## src/rtl/msrv32_muldiv_pkg.sv

```systemverilog
// Shared types and constants for the iterative RV32M multiply/divide unit.
package msrv32_muldiv_pkg;

    localparam int XLEN  = 32;
    localparam int CNT_W = $clog2(XLEN);

    localparam logic [2:0] FN_MUL    = 3'd0;
    localparam logic [2:0] FN_MULH   = 3'd1;
    localparam logic [2:0] FN_MULHSU = 3'd2;
    localparam logic [2:0] FN_MULHU  = 3'd3;
    localparam logic [2:0] FN_DIV    = 3'd4;
    localparam logic [2:0] FN_DIVU   = 3'd5;
    localparam logic [2:0] FN_REM    = 3'd6;
    localparam logic [2:0] FN_REMU   = 3'd7;

    localparam logic [XLEN-1:0] ALL_ONES = {XLEN{1'b1}};
    localparam logic [XLEN-1:0] INT_MIN  = {1'b1, {(XLEN-1){1'b0}}};

    typedef enum logic [1:0] {
        IDLE = 2'd0,
        BUSY = 2'd1,
        DONE = 2'd2
    } state_e;

endpackage

```

## src/rtl/msrv32_muldiv_if.sv

```systemverilog
// Request/response bundle between the core and the multiply/divide unit.
interface msrv32_muldiv_if;
    import msrv32_muldiv_pkg::*;

    logic            start_in;
    logic [2:0]      funct3_in;
    logic [XLEN-1:0] rs1_in;
    logic [XLEN-1:0] rs2_in;
    logic [4:0]      rd_addr_in;
    logic            flush_in;
    logic            busy_out;
    logic            done_out;
    logic [XLEN-1:0] result_out;
    logic [4:0]      rd_addr_out;

    modport master (
        output start_in, funct3_in, rs1_in, rs2_in, rd_addr_in, flush_in,
        input  busy_out, done_out, result_out, rd_addr_out
    );

    modport slave (
        input  start_in, funct3_in, rs1_in, rs2_in, rd_addr_in, flush_in,
        output busy_out, done_out, result_out, rd_addr_out
    );

endinterface

```

## src/rtl/msrv32_muldiv_datapath.sv

```systemverilog
// Magnitude conversion, one shift-add / restoring-subtract step per cycle,
// and sign correction of the final product, quotient or remainder.
// acc_q holds the product high half or the partial remainder; lo_q holds the
// multiplier being shifted out or the quotient being shifted in.
module msrv32_muldiv_datapath
    import msrv32_muldiv_pkg::*;
(
    input  logic            clk_i,
    input  logic            rst_n_i,
    input  logic            load_i,
    input  logic            step_i,
    input  logic [2:0]      funct3_i,
    input  logic [XLEN-1:0] rs1_i,
    input  logic [XLEN-1:0] rs2_i,
    output logic [XLEN-1:0] result_o
);

    logic              sgn_a, sgn_b, neg_a_in, neg_b_in;
    logic [XLEN-1:0]   mag_a, mag_b;
    logic [XLEN-1:0]   acc_q, acc_d, lo_q, lo_d, opnd_q, opnd_d;
    logic [2:0]        funct3_q, funct3_d;
    logic              neg_a_q, neg_a_d, neg_b_q, neg_b_d;
    logic [XLEN:0]     sum, shifted, diff;
    logic [XLEN-1:0]   mul_acc, mul_lo, div_acc, div_lo;
    logic [2*XLEN-1:0] prod, prod_fix;
    logic [XLEN-1:0]   quo_fix, rem_fix;

    // Operand signedness from funct3; INT_MIN negates to itself, i.e. 2^31 unsigned.
    always_comb begin
        if (funct3_i[2]) begin
            sgn_a = ~funct3_i[0];
            sgn_b = ~funct3_i[0];
        end else begin
            sgn_a = (funct3_i != FN_MULHU);
            sgn_b = (funct3_i == FN_MUL) || (funct3_i == FN_MULH);
        end
        neg_a_in = sgn_a & rs1_i[XLEN-1];
        neg_b_in = sgn_b & rs2_i[XLEN-1];
        mag_a    = neg_a_in ? (~rs1_i + 1'b1) : rs1_i;
        mag_b    = neg_b_in ? (~rs2_i + 1'b1) : rs2_i;
    end

    // One iteration of both algorithms; the latched funct3 picks which one is kept.
    always_comb begin
        sum     = {1'b0, acc_q} + (lo_q[0] ? {1'b0, opnd_q} : {(XLEN+1){1'b0}});
        mul_acc = sum[XLEN:1];
        mul_lo  = {sum[0], lo_q[XLEN-1:1]};
        shifted = {acc_q, lo_q[XLEN-1]};
        diff    = shifted - {1'b0, opnd_q};
        div_acc = diff[XLEN] ? shifted[XLEN-1:0] : diff[XLEN-1:0];
        div_lo  = {lo_q[XLEN-2:0], ~diff[XLEN]};
    end

    // Working-register next state: load on acceptance, step while iterating.
    always_comb begin
        acc_d    = acc_q;
        lo_d     = lo_q;
        opnd_d   = opnd_q;
        funct3_d = funct3_q;
        neg_a_d  = neg_a_q;
        neg_b_d  = neg_b_q;
        if (load_i) begin
            acc_d    = '0;
            lo_d     = funct3_i[2] ? mag_a : mag_b;
            opnd_d   = funct3_i[2] ? mag_b : mag_a;
            funct3_d = funct3_i;
            neg_a_d  = neg_a_in;
            neg_b_d  = neg_b_in;
        end else if (step_i) begin
            acc_d = funct3_q[2] ? div_acc : mul_acc;
            lo_d  = funct3_q[2] ? div_lo  : mul_lo;
        end
    end

    // Working registers.
    always_ff @(posedge clk_i or negedge rst_n_i) begin
        if (!rst_n_i) begin
            acc_q    <= '0;
            lo_q     <= '0;
            opnd_q   <= '0;
            funct3_q <= FN_MUL;
            neg_a_q  <= 1'b0;
            neg_b_q  <= 1'b0;
        end else begin
            acc_q    <= acc_d;
            lo_q     <= lo_d;
            opnd_q   <= opnd_d;
            funct3_q <= funct3_d;
            neg_a_q  <= neg_a_d;
            neg_b_q  <= neg_b_d;
        end
    end

    // Result as it will be after the current step, so the last step can commit it.
    always_comb begin
        prod     = {mul_acc, mul_lo};
        prod_fix = (neg_a_q ^ neg_b_q) ? (~prod + 1'b1) : prod;
        quo_fix  = (neg_a_q ^ neg_b_q) ? (~div_lo + 1'b1) : div_lo;
        rem_fix  = neg_a_q ? (~div_acc + 1'b1) : div_acc;
        case (funct3_q)
            FN_MUL:                       result_o = prod_fix[XLEN-1:0];
            FN_MULH, FN_MULHSU, FN_MULHU: result_o = prod_fix[2*XLEN-1:XLEN];
            FN_DIV, FN_DIVU:              result_o = quo_fix;
            default:                      result_o = rem_fix;
        endcase
    end

endmodule

```

## src/rtl/msrv32_muldiv_unit.sv

```systemverilog
// Iterative RV32M execution unit: FSM, iteration counter, divide special
// cases and the write-back output registers.
//   state | meaning
//   IDLE  | waiting for start_in; operands latched on acceptance
//   BUSY  | one datapath iteration per clock, XLEN iterations
//   DONE  | result_out/rd_addr_out valid, done_out pulse
module msrv32_muldiv_unit
    import msrv32_muldiv_pkg::*;
(
    input  logic          ms_riscv32_mp_clk_in,
    input  logic          ms_riscv32_mp_rst_n_in,
    msrv32_muldiv_if.slave bus
);

    localparam logic [CNT_W-1:0] CNT_LAST = CNT_W'(XLEN - 1);

    state_e           state_q, state_d;
    logic [CNT_W-1:0] cnt_q, cnt_d;
    logic [4:0]       rd_q, rd_d, rd_out_q, rd_out_d;
    logic [XLEN-1:0]  result_q, result_d;
    logic             load, step;
    logic             div_zero, div_ovf, special;
    logic [XLEN-1:0]  spec_res, dp_result;

    msrv32_muldiv_datapath u_datapath (
        .clk_i    (ms_riscv32_mp_clk_in),
        .rst_n_i  (ms_riscv32_mp_rst_n_in),
        .load_i   (load),
        .step_i   (step),
        .funct3_i (bus.funct3_in),
        .rs1_i    (bus.rs1_in),
        .rs2_i    (bus.rs2_in),
        .result_o (dp_result)
    );

    // Divide-by-zero and signed overflow bypass the iteration entirely.
    always_comb begin
        div_zero = (bus.rs2_in == '0);
        div_ovf  = ~bus.funct3_in[0] && (bus.rs1_in == INT_MIN) && (bus.rs2_in == ALL_ONES);
        special  = bus.funct3_in[2] && (div_zero || div_ovf);
        if (bus.funct3_in[1]) spec_res = div_zero ? bus.rs1_in : '0;
        else                  spec_res = div_zero ? ALL_ONES : INT_MIN;
    end

    // Next state, counter, datapath control and output-register updates.
    always_comb begin
        state_d  = state_q;
        cnt_d    = cnt_q;
        rd_d     = rd_q;
        rd_out_d = rd_out_q;
        result_d = result_q;
        load     = 1'b0;
        step     = 1'b0;
        case (state_q)
            IDLE: begin
                if (bus.start_in && !bus.flush_in) begin
                    load = 1'b1;
                    rd_d = bus.rd_addr_in;
                    if (special) begin
                        state_d  = DONE;
                        result_d = spec_res;
                        rd_out_d = bus.rd_addr_in;
                    end else begin
                        state_d = BUSY;
                        cnt_d   = '0;
                    end
                end
            end
            BUSY: begin
                if (bus.flush_in) begin
                    state_d = IDLE;
                end else begin
                    step  = 1'b1;
                    cnt_d = cnt_q + CNT_W'(1);
                    if (cnt_q == CNT_LAST) begin
                        state_d  = DONE;
                        result_d = dp_result;
                        rd_out_d = rd_q;
                    end
                end
            end
            DONE:    state_d = IDLE;
            default: state_d = IDLE;
        endcase
    end

    // State, counter and output registers.
    always_ff @(posedge ms_riscv32_mp_clk_in or negedge ms_riscv32_mp_rst_n_in) begin
        if (!ms_riscv32_mp_rst_n_in) begin
            state_q  <= IDLE;
            cnt_q    <= '0;
            rd_q     <= '0;
            rd_out_q <= '0;
            result_q <= '0;
        end else begin
            state_q  <= state_d;
            cnt_q    <= cnt_d;
            rd_q     <= rd_d;
            rd_out_q <= rd_out_d;
            result_q <= result_d;
        end
    end

    assign bus.busy_out    = (state_q != IDLE);
    assign bus.done_out    = (state_q == DONE);
    assign bus.result_out  = result_q;
    assign bus.rd_addr_out = rd_out_q;

endmodule

```

## src/flat_wrapper.sv

```systemverilog
// flat-port wrapper written by rule: the top's interface ports become plain ports
module msrv32_muldiv_unit_flat import msrv32_muldiv_pkg::*;
  (ms_riscv32_mp_clk_in, ms_riscv32_mp_rst_n_in, bus_start_in, bus_funct3_in, bus_rs1_in, bus_rs2_in, bus_rd_addr_in, bus_flush_in, bus_busy_out, bus_done_out, bus_result_out, bus_rd_addr_out);
  msrv32_muldiv_if bus_i ();
  input  logic ms_riscv32_mp_clk_in;
  input  logic ms_riscv32_mp_rst_n_in;
  input wire logic [$bits(bus_i.start_in)-1:0] bus_start_in;
  input wire logic [$bits(bus_i.funct3_in)-1:0] bus_funct3_in;
  input wire logic [$bits(bus_i.rs1_in)-1:0] bus_rs1_in;
  input wire logic [$bits(bus_i.rs2_in)-1:0] bus_rs2_in;
  input wire logic [$bits(bus_i.rd_addr_in)-1:0] bus_rd_addr_in;
  input wire logic [$bits(bus_i.flush_in)-1:0] bus_flush_in;
  output wire logic [$bits(bus_i.busy_out)-1:0] bus_busy_out;
  output wire logic [$bits(bus_i.done_out)-1:0] bus_done_out;
  output wire logic [$bits(bus_i.result_out)-1:0] bus_result_out;
  output wire logic [$bits(bus_i.rd_addr_out)-1:0] bus_rd_addr_out;
  assign bus_i.start_in = bus_start_in;
  assign bus_i.funct3_in = bus_funct3_in;
  assign bus_i.rs1_in = bus_rs1_in;
  assign bus_i.rs2_in = bus_rs2_in;
  assign bus_i.rd_addr_in = bus_rd_addr_in;
  assign bus_i.flush_in = bus_flush_in;
  assign bus_busy_out = bus_i.busy_out;
  assign bus_done_out = bus_i.done_out;
  assign bus_result_out = bus_i.result_out;
  assign bus_rd_addr_out = bus_i.rd_addr_out;
  msrv32_muldiv_unit u_core (.ms_riscv32_mp_clk_in(ms_riscv32_mp_clk_in), .ms_riscv32_mp_rst_n_in(ms_riscv32_mp_rst_n_in), .bus(bus_i));
endmodule
```

## config.mk

```make
export PLATFORM = sky130hd
export DESIGN_NAME = msrv32_muldiv_unit_flat
export DESIGN_NICKNAME = d
export VERILOG_FILES = /design/src/rtl/msrv32_muldiv_pkg.sv /design/src/rtl/msrv32_muldiv_if.sv /design/src/rtl/msrv32_muldiv_datapath.sv /design/src/rtl/msrv32_muldiv_unit.sv /design/src/flat_wrapper.sv
export SDC_FILE = /design/constraint.sdc
export NUM_CORES = 1
export LEC_CHECK = 0
export CAP_MARGIN = 0
export CORE_MARGIN = 4
export CORE_UTILIZATION = 60
export CTS_CLUSTER_DIAMETER = 200
export CTS_CLUSTER_SIZE = 8
export DETAILED_ROUTE_END_ITERATION = 6
export PLACE_DENSITY = 0.83
export SYNTH_ARGS = -nofsm -noshare
export SYNTH_HDL_FRONTEND = slang
export SYNTH_SLANG_ARGS = --single-unit
```

## constraint.sdc

```tcl
create_clock -name ms_riscv32_mp_clk_in -period 11.7 [get_ports ms_riscv32_mp_clk_in]
set_input_delay 2.34 -clock ms_riscv32_mp_clk_in [delete_from_list [all_inputs] [get_ports ms_riscv32_mp_clk_in]]
set_output_delay 2.34 -clock ms_riscv32_mp_clk_in [all_outputs]
set_load 0.03 [all_outputs]
```

==> results.md <==
* Status: finished, violations left
* Violated checks: design-rule violations
* Arrival @ worst endpoint at 7.30 ns
* Hold WS at 0.4887 ns
* Vias in the first global route at 18,970
* Layout Nets at 2,582
* Final count of negative-setup-slack endpoints at 0
* Crit path capture type: flip-flop
* DRC viols at 23
* Inserted Clock Buffers at 17
* Ports at 115
* Total power at 4601 uW
* First-pass GRT wire length at 112.0 mm
* Critical Path Start Type: input pin
* Fin. Hold Viols at 0
* Routed via count at 20,360
* Die Ht at 179.4 um
* Clk_skew at 0.01554 ns
* Site Rows at 62
* Root Buffer: clkbuf_16
* Crit share post-route at 59.57%
* Share of cells above drive strength 1 at 5.031%
* PortBufs at 114
* Largest net degree at the start of global routing at 102
* Final setup TNS at 0 ns
* Initial antenna violation count at 2
* Hold buffers post-CTS at 0
* Cells on worst reg2reg path at 19
* Vias/cell at 7.196
* CTS tree: built
* Routed wl met2 at 31.83 mm
* Grt total ovfl at 0
* Max_slew headroom at 27.94%
* WL/cell at 26.35 um
* Area contributors post-synth: dfrtp_1, o21ai_0, nand2_1, xnor2_1, ha_1
* Synth Cell Area at 0.01762 mm2
* H-tree levels at 4
* Worst Hold Depth at 2
* Mapped Nets at 2,595
* Detailed placement HPWL at 56.71 mm
* Die span in x at 179.4 um
* Synth area leader: dfrtp_1
* Post-synth EDFFs at 0
* Hold Path Origin: u_core.u_datapath.opnd_q[3]
* Max cap viols at 0
* Yosys top cell area share at 21.31%
* Post-synthesis register bit count at 150
* YS warnings at 0
* Yosys cell types at 96
* Iteration-0 DRC Markers at 3,195
* Sequential area share after synthesis at 21.31%
* Commonest cells after routing, fill and taps aside: nand2_1, o21ai_0, nor2_1
* RSZ-0062 raised after global routing: false
* Commonest non-fill, non-tap cell in the layout: nand2_1
* Fmax at 143.5 MHz
* Metal3 WL at 9.461 mm
* All-Layer GR Usage at 45.38%
* CP required at 12.03 ns
* Min-delay worst type: reg2reg
* Final non-filler cell total at 2,830
* Worst slew pin tran at 1.081 ns
* Highest metal used: met5
* Worst reg2reg startpoint: u_core.u_datapath.lo_q[31]
* Worst-path fanout max at 31
* Reg clk slew, reported paths at 0.07 ns
* Post-CTS setup buffer count at 0
* Layout area overhead at 10.20%
* Leakage at 0.007826 uW
* Final wirelength at 74.58 mm
* Fill count at 2,491
* Worst skew pair latency at 0.45 ns
* Clk buf depth at 2
* Met1 wire length at 27.38 mm
* Share of synthesized registers carrying an async set or reset at 100.0%
* Post-CTS resize count at 0
* Max-slew violation count at 0
* Cells after synthesis at 2,445
* Syn_area_per_cell at 7.205 um2
* DR pass1 iterations at 7
* Initial Util at 61.05%
* Maximum VDD drop at 109.6 uV
* Kind of critical path: in2reg
* PwrDens at 237.0 mW/mm2
* Antenna Violating Nets Remaining at 0
* Die area at 0.03217 mm2
* Worst setup path startpoint: bus_rs2_in[0]
* Placed cell count at 2,797
* Gpl congestion at 1.061
* Post-layout min period at 6.970 ns
* Pre-CTS WS at 4.377 ns
* Synth Flop Type: dfrtp_1
* Core ar. at 0.02886 mm2
* TritonCTS sink count at 150
* Post-route setup slack at 4.730 ns
## worst max-delay path, stage by stage
cell and delay [ns]:
clkdlybuf4s50_1 0.51, inv_1 0.10, ha_1 0.16, or3b_2 0.49, nor4_1 0.54, nand3_1 0.35
nor4_2 0.32, buf_4 0.21, o2111ai_1 0.14, a211o_1 0.31, buf_4 0.24, inv_1 0.63
buf_4 0.44, nand2_1 0.13, o32ai_1 0.30, nor3_1 0.07
## state kept, by name (all words and copies together) (netlist names)
name                        cells
u_core.state_q                  2
u_core.u_datapath.neg_a_q       1
u_core.rd_q                     5
u_core.cnt_q                    5
u_core.u_datapath.acc_q        32
u_core.bus.result_out          32
u_core.u_datapath.opnd_q       32
u_core.u_datapath.funct3_q      3
u_core.bus.rd_addr_out          5
u_core.u_datapath.lo_q         32
u_core.u_datapath.neg_b_q       1
## synth_stat cells, drive strengths merged, types with 53 or more instances
cell type	count
dfrtp	150
mux2i	67
a31oi	53
inv	73
o21ai	258
nor2	237
ha	72
nand2	295
a21oi	177
xnor2	117
xor2	83
nor3	70
clkbuf	151
## path summary, 6_finish.rpt
kind	end	slack, ns
max	u_core.bus.result_out[21]	4.73
min	u_core.u_datapath.opnd_q[3]	0.49
max reg2reg	u_core.bus.result_out[14]	5.56
min reg2reg	u_core.u_datapath.opnd_q[3]	0.49
max in group asynchronous	u_core.u_datapath.funct3_q[2]	8.21
min in group asynchronous	u_core.u_datapath.acc_q[29]	1.95
## area by class of cell
type / count / area [um2] / share of cell area, %
diodes: 1 / 2.502 / 0.01289
clock buffers: 18 / 439.2 / 2.262
clock inverters: 14 / 162.7 / 0.8378
inverters: 74 / 277.8 / 1.431
multi-input cells: 2045 / 12930 / 66.61
flip-flops and latches: 150 / 3757 / 19.35
well taps: 384 / 480.5 / 2.475
repair buffers: 144 / 1363 / 7.019
## metal layers
metal	global-route usage [%]	up-vias
li1	-	8973
met1	58.22	9509
met2	68.27	1589
met3	11.16	289
met4	29.42	4
met5	0	-
## through the flow
step	utilization [%]	area, um2
floorplan	-	17620
global placement	65.18	18810
detailed placement	65.18	18810
CTS	67.27	19410
global route	67.27	19410
finish	67.27	19410
## power breakdown
group          switching [uW]  total (uW)  leakage, uW  internal [uW]
Sequential                188         806      0.00191            618
Clock                     260         585     0.000282            325
Combinational            2120        3210      0.00564           1090
Total                    2570        4600      0.00783           2040
## cells by family (layout without fill, tap and decap cells)
group | count (synthesis) | in the layout | synth area share [%]
AOI/OAI and AO/OA | 830 | 830 | 30.22
xor gates and xnor gates | 200 | 200 | 9.986
adders and majority gates | 74 | 74 | 5.341
buffers and inverters | 250 | 250 | 5.476
DFF | 150 | 150 | 21.31
muxes | 75 | 75 | 4.318
other | 0 | 1 | 0
and+or+nand+nor | 866 | 866 | 23.35
Note: power is estimated with default switching activity, not from simulation.
